===== src/rtl/dmem_arbiter.sv =====
// Arbitrates the single-port data memory between the MIPS core (priority) and a DMA requester.
// Optional perf counters perf_stall/perf_dbeats are enabled with `define DMEM_ARB_PERF_EN.
module dmem_arbiter #(
  parameter int AW           = 32,
  parameter int DW           = 32,
  parameter int STARVE_LIMIT = 8,
  parameter int BURST_MAX    = 4
) (
  input  logic          clk,
  input  logic          reset,
  input  logic          c_req,
  input  logic          c_we,
  input  logic [AW-1:0] c_addr,
  input  logic [DW-1:0] c_wdata,
  output logic [DW-1:0] c_rdata,
  output logic          c_stall,
  input  logic          d_req,
  input  logic          d_we,
  input  logic          d_last,
  input  logic [AW-1:0] d_addr,
  input  logic [DW-1:0] d_wdata,
  output logic          d_gnt,
  output logic          d_rvalid,
  output logic [DW-1:0] d_rdata,
  output logic          m_we,
  output logic [AW-1:0] m_addr,
  output logic [DW-1:0] m_wdata,
  input  logic [DW-1:0] m_rdata
`ifdef DMEM_ARB_PERF_EN
  ,
  output logic [31:0]   perf_stall,
  output logic [31:0]   perf_dbeats
`endif
);

  typedef enum logic {S_CORE = 1'b0, S_DMA = 1'b1} state_t;

  localparam logic [7:0] STARVE_MAX = 8'(STARVE_LIMIT);
  localparam logic [3:0] BEAT_END   = 4'(BURST_MAX - 1);
  localparam bit         BURST_LOCK = (BURST_MAX > 1);

  state_t        state_reg, state_next;
  logic [7:0]    starve_cnt_reg, starve_cnt_next;
  logic [3:0]    beat_cnt_reg, beat_cnt_next;
  logic          d_rvalid_reg;
  logic [DW-1:0] d_rdata_reg;
  logic          grant_d, grant_c;

  always_ff @(posedge clk or negedge reset) begin
    if (!reset) begin
      state_reg      <= S_CORE;
      starve_cnt_reg <= '0;
      beat_cnt_reg   <= '0;
      d_rvalid_reg   <= 1'b0;
      d_rdata_reg    <= '0;
    end else begin
      state_reg      <= state_next;
      starve_cnt_reg <= starve_cnt_next;
      beat_cnt_reg   <= beat_cnt_next;
      d_rvalid_reg   <= grant_d & ~d_we;
      if (grant_d && !d_we)
        d_rdata_reg <= m_rdata;
    end
  end

  always_comb begin
    grant_d         = d_req & ((state_reg == S_DMA) | ~c_req | (starve_cnt_reg == STARVE_MAX));
    grant_c         = c_req & ~grant_d;
    state_next      = state_reg;
    beat_cnt_next   = beat_cnt_reg;
    starve_cnt_next = starve_cnt_reg;

    if (grant_d)
      starve_cnt_next = '0;
    else if (d_req && starve_cnt_reg != STARVE_MAX)
      starve_cnt_next = starve_cnt_reg + 8'd1;

    // Inside S_DMA grant_d equals d_req, so d_req low means the burst was abandoned.
    case (state_reg)
      S_CORE: begin
        if (grant_d && !d_last && BURST_LOCK) begin
          state_next    = S_DMA;
          beat_cnt_next = 4'd1;
        end
      end
      S_DMA: begin
        if (!d_req || d_last || beat_cnt_reg == BEAT_END) begin
          state_next    = S_CORE;
          beat_cnt_next = '0;
        end else begin
          beat_cnt_next = beat_cnt_reg + 4'd1;
        end
      end
      default: begin
        state_next    = S_CORE;
        beat_cnt_next = '0;
      end
    endcase

    m_we    = 1'b0;
    m_addr  = '0;
    m_wdata = '0;
    if (grant_c) begin
      m_we    = c_we;
      m_addr  = c_addr;
      m_wdata = c_wdata;
    end else if (grant_d) begin
      m_we    = d_we;
      m_addr  = d_addr;
      m_wdata = d_wdata;
    end
  end

  assign d_gnt    = grant_d;
  assign c_stall  = c_req & grant_d;
  assign c_rdata  = m_rdata;
  assign d_rvalid = d_rvalid_reg;
  assign d_rdata  = d_rdata_reg;

`ifdef DMEM_ARB_PERF_EN
  logic [31:0] perf_stall_reg, perf_dbeats_reg;

  always_ff @(posedge clk or negedge reset) begin
    if (!reset) begin
      perf_stall_reg  <= '0;
      perf_dbeats_reg <= '0;
    end else begin
      if (c_stall && perf_stall_reg != 32'hFFFF_FFFF)
        perf_stall_reg <= perf_stall_reg + 32'd1;
      if (grant_d && perf_dbeats_reg != 32'hFFFF_FFFF)
        perf_dbeats_reg <= perf_dbeats_reg + 32'd1;
    end
  end

  assign perf_stall  = perf_stall_reg;
  assign perf_dbeats = perf_dbeats_reg;
`endif

endmodule


===== config.mk =====
export PLATFORM = sky130hd
export DESIGN_NAME = dmem_arbiter
export DESIGN_NICKNAME = d
export VERILOG_FILES = /design/src/rtl/dmem_arbiter.sv
export SDC_FILE = /design/constraint.sdc
export NUM_CORES = 1
export LEC_CHECK = 0
export BUFFER_PORTS_ARGS = -buffer_cell sky130_fd_sc_hd__clkbuf_2
export CORE_AREA = 4 4 115 117
export CTS_CLUSTER_DIAMETER = 80
export DETAILED_ROUTE_END_ITERATION = 6
export DIE_AREA = 0 0 119 121
export GPL_TIMING_DRIVEN = 1
export HOLD_SLACK_MARGIN = 0.05
export SYNTH_ARGS = -nofsm -noshare
export SYNTH_HDL_FRONTEND = slang
export SYNTH_SLANG_ARGS = --single-unit

===== constraint.sdc =====
create_clock -name clk -period 2.2 [get_ports clk]
set_input_delay 0.11 -clock clk [delete_from_list [all_inputs] [get_ports clk]]
set_output_delay 0.11 -clock clk [all_outputs]
set_load 0.005 [all_outputs]

# Word-level counts from Yosys, hierarchy flattened
# Index checks and enable logic that the tools add are counted.
[word_totals]
ramBits = 0
ff_bits = 46
latch_bits = 0
romBits = 0
output_inout_bits = 132
n_memories = 0
[op_classes]
eq_ne = 4
shifts = 0
n_bitwise = 10
n_mul = 0
muxes = 14
n_div = 0
n_reduce_logical = 9
n_lt_le_gt_ge = 0
add_sub_neg = 2
[ops]
columns = ["op", "n"]
rows = [
  ["$mux 32", 4],
  ["$mux 8", 2],
  ["$add 8x1->8 const B", 1],
  ["$eq 8x4->1 const B", 1],
  ["$mux 4", 2],
  ["$ne 8x4->1 const B", 1],
  ["$pmux 4 s2", 1],
  ["$add 4x1->4 const B", 1],
  ["$and 1x1->1", 4],
  ["$eq 4x2->1 const B", 1],
  ["$mux 1", 4],
  ["$not 1->1", 4],
  ["$logic_and 1x1->1", 3],
  ["$logic_not 1->1", 3],
  ["$logic_or 1x1->1", 2],
  ["$ne 2x2->1 const B", 1],
  ["$or 1x1->1", 2],
  ["$pmux 1 s2", 1],
  ["$reduce_bool 2->1", 1],
]

# Logic depth before layout (Yosys ltp)
[logic_depth]
depth_word = 7
ltp_mapped = 8

# Worst setup path after synthesis
# No wires, ideal clock.
[synth_path]
kind = "register -> register"
from = "reg starve_cnt_reg[5]"
to = "reg d_rdata_reg[10] (netlist: d_rdata[10])"
setup_slack_ps = 146
required_time_ps = 2073
synth_period_minus_slack_ps = 2054
setup_ps = 127
t_arrival_ps = 1927
path_stages_with_launch = 7
n_path_buf = 2
path_cell_list = "dfrtp_1 > or4_4 > o22ai_4 > nor2b_1 > buf_4 > buf_6 > mux2_1"
[synth_via]
elab_chain_cells = 4
[synth_lines]
columns = ["item", "line_no", "rtl"]
rows = [
  ["start: declaration", "43", "logic [7:0] starve_cnt_reg, starve_cnt_next;"],
  ["start signal: assignment", "58", "starve_cnt_reg <= starve_cnt_next;"],
  ["$eq 8x4->1", "67", "grant_d = d_req & ((state_reg == S_DMA) | ~c_req | (starve_cnt_reg == STARVE_MAX));"],
  ["$or 1x1->1", "67", ""],
  ["$and 1x1->1", "67", ""],
  ["$logic_and 1x1->1", "61", "if (grant_d && !d_we)"],
  ["end signal: assignment", "62", "d_rdata_reg <= m_rdata;"],
  ["end: declaration", "46", "logic [DW-1:0] d_rdata_reg;"],
]
# No other way between the ends.
# A chain may end at the register's enable or synchronous reset.

# Worst setup path after layout
[layout_path]
from = "reg starve_cnt_reg[4]"
to = "out m_wdata[7]"
[layout_via]
elab_chain_cells = 6
[layout_lines]
columns = ["item", "line_no", "rtl"]
rows = [
  ["$eq 8x4->1 *", "67", ""],
  ["$or 1x1->1 *", "67", ""],
  ["$and 1x1->1 *", "67", ""],
  ["$not 1->1", "68", "grant_c = c_req & ~grant_d;"],
  ["$and 1x1->1", "68", ""],
  ["$mux 32 *", "103", "if (grant_c) begin"],
  ["end: declaration", "27", "output logic [DW-1:0] m_wdata,"],
]
# Every way passes the cells marked *; elsewhere a longest branch is shown, timed or not.

==> results.txt <==
* Via density per instance: 4.25
- Leakage power total: between 2 and 3 nW
- Port buffering added about 300 buffers.
* Initial antenna violation count: 0
- The finished layout holds 836 standard cells, fillers aside.
* Met1 wire length: around 5 mm
- For this run, the number of Yosys warnings is 0.
- Post-Synthesis Net Count: between 500 and 600
- Compound-gate portion of the synthesized area: 0.155
* Part of the total power dissipated in sequential elements: 0.396
* Share of cell area taken by muxes after synthesis: 0.123
- Area of the placeable core: ~0.012 mm2
- In this run the deepest clock path goes through 2 buffers.
- RSZ-0062 raised after global routing: yes
* Number of instances in the synthesized netlist: a little under 400
- In this run the critical register-to-register path is captured at d_rdata[2]$_DFFE_PN0P_.
* Num Clock Sinks: 46
* Number of global-route vias before repair: roughly 3300
- The die covers about 0.014 mm2.
- Of the total power, combinational logic draws 0.340.
- Summed over all nets, the switching power comes to 0.000772 W.
- The setup check on the worst reg-to-reg path leaves a slack of 0.09 ns.
- Total power density per cell area: about 530 mW/mm2
* Final period utilization: 0.980
- Kind of critical path: register to primary output
- Length in cells of the worst reg-to-reg path: 6
- Total number of placement rows: 41
- The flow ran to the end, and the final reports show no timing, DRC or antenna violations.
- Synthesized area per cell: around 8 um2
- Routed length on met2: around 5.4 mm
- Switching power as a share of total power: 0.292
* Util after Layout: 0.405
- Die height: 121 um
- Of the total synthesized cell area, the portion taken by AND, OR, NAND and NOR gates is 0.210.
* Combinational family with the most area after synthesis: simple AND/OR/NAND/NOR gates
- Initial core utilization: 0.251
- Total detailed-routing wirelength: ~12 mm
- Once detail routing completed, the nets flagged for antenna violations numbered 0.
* H-Tree Level Count: 2
* Inst Count DP: approximately 810
* Commonest non-fill, non-tap cell in the layout: sky130_fd_sc_hd__clkbuf_2
- Drt drc: 0
* Sequential area share after synthesis: 0.371
- After the last flow step, the layout net total stands at about 830.
- The internal power of the cells totals between 0.0015 and 0.002 W.
- Hold Path End: d_rdata[10]$_DFFE_PN0P_
* Iter 0 DRT Violations: approximately 110
- Worst-case headroom to the max-slew limit: 0.567
- STA classifies the critical path startpoint as a register.
- The signal on the critical path passes through or4_4 > o22ai_4 > buf_12 > buf_12 > clkbuf_16 > nand2_1 > o21ai_1 > buf_2.
- Yosys mapped the design onto 33 distinct sky130hd cell types.
* Worst r2r src: starve_cnt_reg[4]$_DFFE_PN0P_
- Total overflow reported by the global router: 0
- Classification of the worst-slack hold path: input pin to register
- The clock reaches the later pin of the worst-skew pair after 0.28 ns.
- The max-slew violation count was 0.
- After detailed routing, the met3 layer carries roughly 1.2 mm of wire.
* Post-placement setup slack: about 0.11 ns
- RePlAce Congestion: just over 0.8
- Summed over all failing endpoints, the final setup total negative slack is 0 ns.
- Routed len/inst: around 14 um
- Setup violations, final: 0
- The worst setup path is captured at a primary output.
- Fraction of layout cells with a size suffix above 1: 0.517
- In this design, the stage delay of the slowest critical-path cell is about 0.55 ns.
- In this run the worst path has a maximum fanout of 7.
* Antenna diodes: 0
- The worst hold path begins at m_rdata[10].
* Highest signal layer in the routed design: met4
* Number of detailed-route iterations in the first pass: 4
- The most numerous cell type found on the critical path is sky130_fd_sc_hd__buf_12.
* Highest clock frequency the design can meet: 0.464 GHz
* Final clock skew: ~0.0055 ns
* Root Buffer Master: sky130_fd_sc_hd__clkbuf_16
* Clock input transition at the sequential cells of the worst setup and hold paths: approximately 0.060 ns
- Detailed placement ended at an HPWL of around 9.1 mm.
* Horizontal die dimension: roughly 120 um
* Wire length of the first global-routing pass: 17.3 mm
- 299 I/O pins were placed.
- Pin count of the biggest net entering global routing: 67
* Proportion of power drawn by the clock network: 0.264
- Post-synthesis xor/xnor area fraction: 0.00565
* Largest register FFs: 32
- Of the total synthesized cell area, the portion taken by full adders, half adders and majority gates is 0.0121.
* Synthesized area: 0.00310 mm2
* Setup slack after layout: between 0.04 and 0.05 ns
* Clock tree from TritonCTS: yes
* Area growth from synthesis to layout: 61.4%
* FF+latch count, synth: 46
- In the layout the commonest cells are sky130_fd_sc_hd__clkbuf_2, sky130_fd_sc_hd__nand2_1, sky130_fd_sc_hd__dfrtp_1.
* Number of hold violations in the final report: 0
- The routed design could run at a clock period as short as between 2 and 2.5 ns.
- For the pin with the worst max-slew slack, the measured transition is between 0.6 and 0.7 ns.
* Vias after detailed routing: 3554
* Maximum ir drop on the vdd rail: ~0.28 mV
- The worst hold path passes through 2 cells.
* Worst endpoint data arrival time: around 2 ns
- In the global route stage, overall resource usage came out at 0.148.
- Max stage delay cell, worst path: sky130_fd_sc_hd__or4_4
* Max Cap Violations: 0
- For the worst setup path, the data required time is 2.09 ns.
- Clock tree synthesis inserted a total of 5 buffers.
[logic make-up (layout without fill, tap and decap cells)]
| logic type | after synthesis | in the layout |
|---|---|---|
| and+or+nand+nor | 161 | 161 |
| DFF | 46 | 46 |
| muxes | 34 | 34 |
| adders and majority gates | 3 | 3 |
| xor gates and xnor gates | 2 | 2 |
| buffers and inverters | 61 | 333 |
| AOI/OAI and AO/OA | 85 | 85 |
[stage by stage]
step	cell area (um2)	hold WS, ns	power, W
5_1_grt	5010	0.0606	0.00283
3_3_place_gp	4550	0.233	0.00188
2_1_floorplan	3100	-0.186	0.00142
3_5_place_dp	4550	0.237	0.00188
6_report	5010	0.0607	0.00265
4_1_cts	4830	0.0543	0.00265
[critical path, delay by kind of cell, from the launching register on]
family,cells,cell delay [ns]
AOI/OAI and AO/OA,2,0.19
DFF,1,0.38
buffers and inverters,4,0.60
and+or+nand+nor,2,0.59
[layer usage]
layer / up-vias / GRT usage
li1: 1824 / -
met1: 1536 / 0.188
met4: 0 / 0.0275
met2: 188 / 0.244
met3: 6 / 0.0536
met5: - / 0
[synthesized netlist by cell type]
| master | number | area share |
|---|---|---|
| sky130_fd_sc_hd__nand4_1 | 1 | 0.0020 |
| sky130_fd_sc_hd__o31ai_1 | 1 | 0.0024 |
| sky130_fd_sc_hd__or3_1 | 3 | 0.0060 |
| sky130_fd_sc_hd__clkbuf_1 | 16 | 0.019 |
| sky130_fd_sc_hd__buf_6 | 3 | 0.011 |
| sky130_fd_sc_hd__and2_1 | 1 | 0.0020 |
| sky130_fd_sc_hd__mux2_1 | 29 | 0.11 |
| sky130_fd_sc_hd__nor2b_1 | 5 | 0.010 |
| sky130_fd_sc_hd__nand2_1 | 139 | 0.17 |
| sky130_fd_sc_hd__xnor2_1 | 1 | 0.0028 |
| sky130_fd_sc_hd__nor3_1 | 2 | 0.0032 |
| sky130_fd_sc_hd__a22o_1 | 1 | 0.0028 |
| sky130_fd_sc_hd__o2bb2ai_1 | 3 | 0.0085 |
| sky130_fd_sc_hd__dfrtp_1 | 46 | 0.37 |
| sky130_fd_sc_hd__o22ai_4 | 1 | 0.0065 |
| sky130_fd_sc_hd__xor2_1 | 1 | 0.0028 |
| sky130_fd_sc_hd__nor2_1 | 4 | 0.0048 |
| sky130_fd_sc_hd__mux2_2 | 4 | 0.015 |
| sky130_fd_sc_hd__o21a_1 | 1 | 0.0024 |
| sky130_fd_sc_hd__o22ai_1 | 1 | 0.0020 |
| sky130_fd_sc_hd__o31ai_4 | 1 | 0.0069 |
| sky130_fd_sc_hd__buf_4 | 33 | 0.080 |
| sky130_fd_sc_hd__mux2i_1 | 1 | 0.0032 |
| sky130_fd_sc_hd__a21oi_1 | 6 | 0.0097 |
| sky130_fd_sc_hd__o21ai_0 | 69 | 0.11 |
| sky130_fd_sc_hd__ha_1 | 3 | 0.012 |
| sky130_fd_sc_hd__a21o_1 | 1 | 0.0024 |
| sky130_fd_sc_hd__or4_4 | 1 | 0.0036 |
| sky130_fd_sc_hd__buf_2 | 6 | 0.0097 |
| sky130_fd_sc_hd__inv_1 | 3 | 0.0036 |
| sky130_fd_sc_hd__nor3b_1 | 1 | 0.0024 |
| sky130_fd_sc_hd__nand3_1 | 3 | 0.0048 |
| sky130_fd_sc_hd__nand4b_1 | 1 | 0.0028 |
[how the worst max path moves through the flow]
stage | from | end | slack [ns] | depth (start not counted)
finish | starve_cnt_reg[4]$_DFFE_PN0P_ | m_wdata[7] | 0.04 | 8
detailed placement | starve_cnt_reg[5]$_DFFE_PN0P_ | d_rdata[0]$_DFFE_PN0P_ | 0.11 | 5
CTS | starve_cnt_reg[4]$_DFFE_PN0P_ | m_wdata[9] | -0.01 | 7
global placement | starve_cnt_reg[5]$_DFFE_PN0P_ | d_rdata[0]$_DFFE_PN0P_ | 0.13 | 5
floorplan | starve_cnt_reg[5]$_DFFE_PN0P_ | d_rdata[10]$_DFFE_PN0P_ | 0.15 | 6
global route | starve_cnt_reg[4]$_DFFE_PN0P_ | m_addr[21] | -0.04 | 7
[area by class of cell]
type | count | area (um2)
multi-input cells | 285 | 1590
clock inverters | 2 | 10.0
inverters | 3 | 11.3
fillers | 1309 | 7350
flip-flops and latches | 46 | 1150
repair buffers | 323 | 1900
clock buffers | 5 | 125
well taps | 172 | 215
[power by group through the flow]
stage / clock [W] / sequential, W / combinational [W]
detailed placement: 0 / 0.00106 / 0.000820
CTS: 0.000739 / 0.00105 / 0.000865
floorplan: 0 / 0.00107 / 0.000347
finish: 0.000699 / 0.00105 / 0.000900
global placement: 0 / 0.00106 / 0.000812
global route: 0.000762 / 0.00107 / 0.00100
[what timing repair did]
action / in CTS / in global routing
hold endpoints to repair: 46 / 0
buffers inserted: 2 / 3
hold buffers: 1 / 0
pin swaps: 2 / 1
endpoints found under the setup margin: 28 / 65
resized for setup: 2 / 91
gates cloned: 3 / 7
Power figures use the tool's default switching activity.
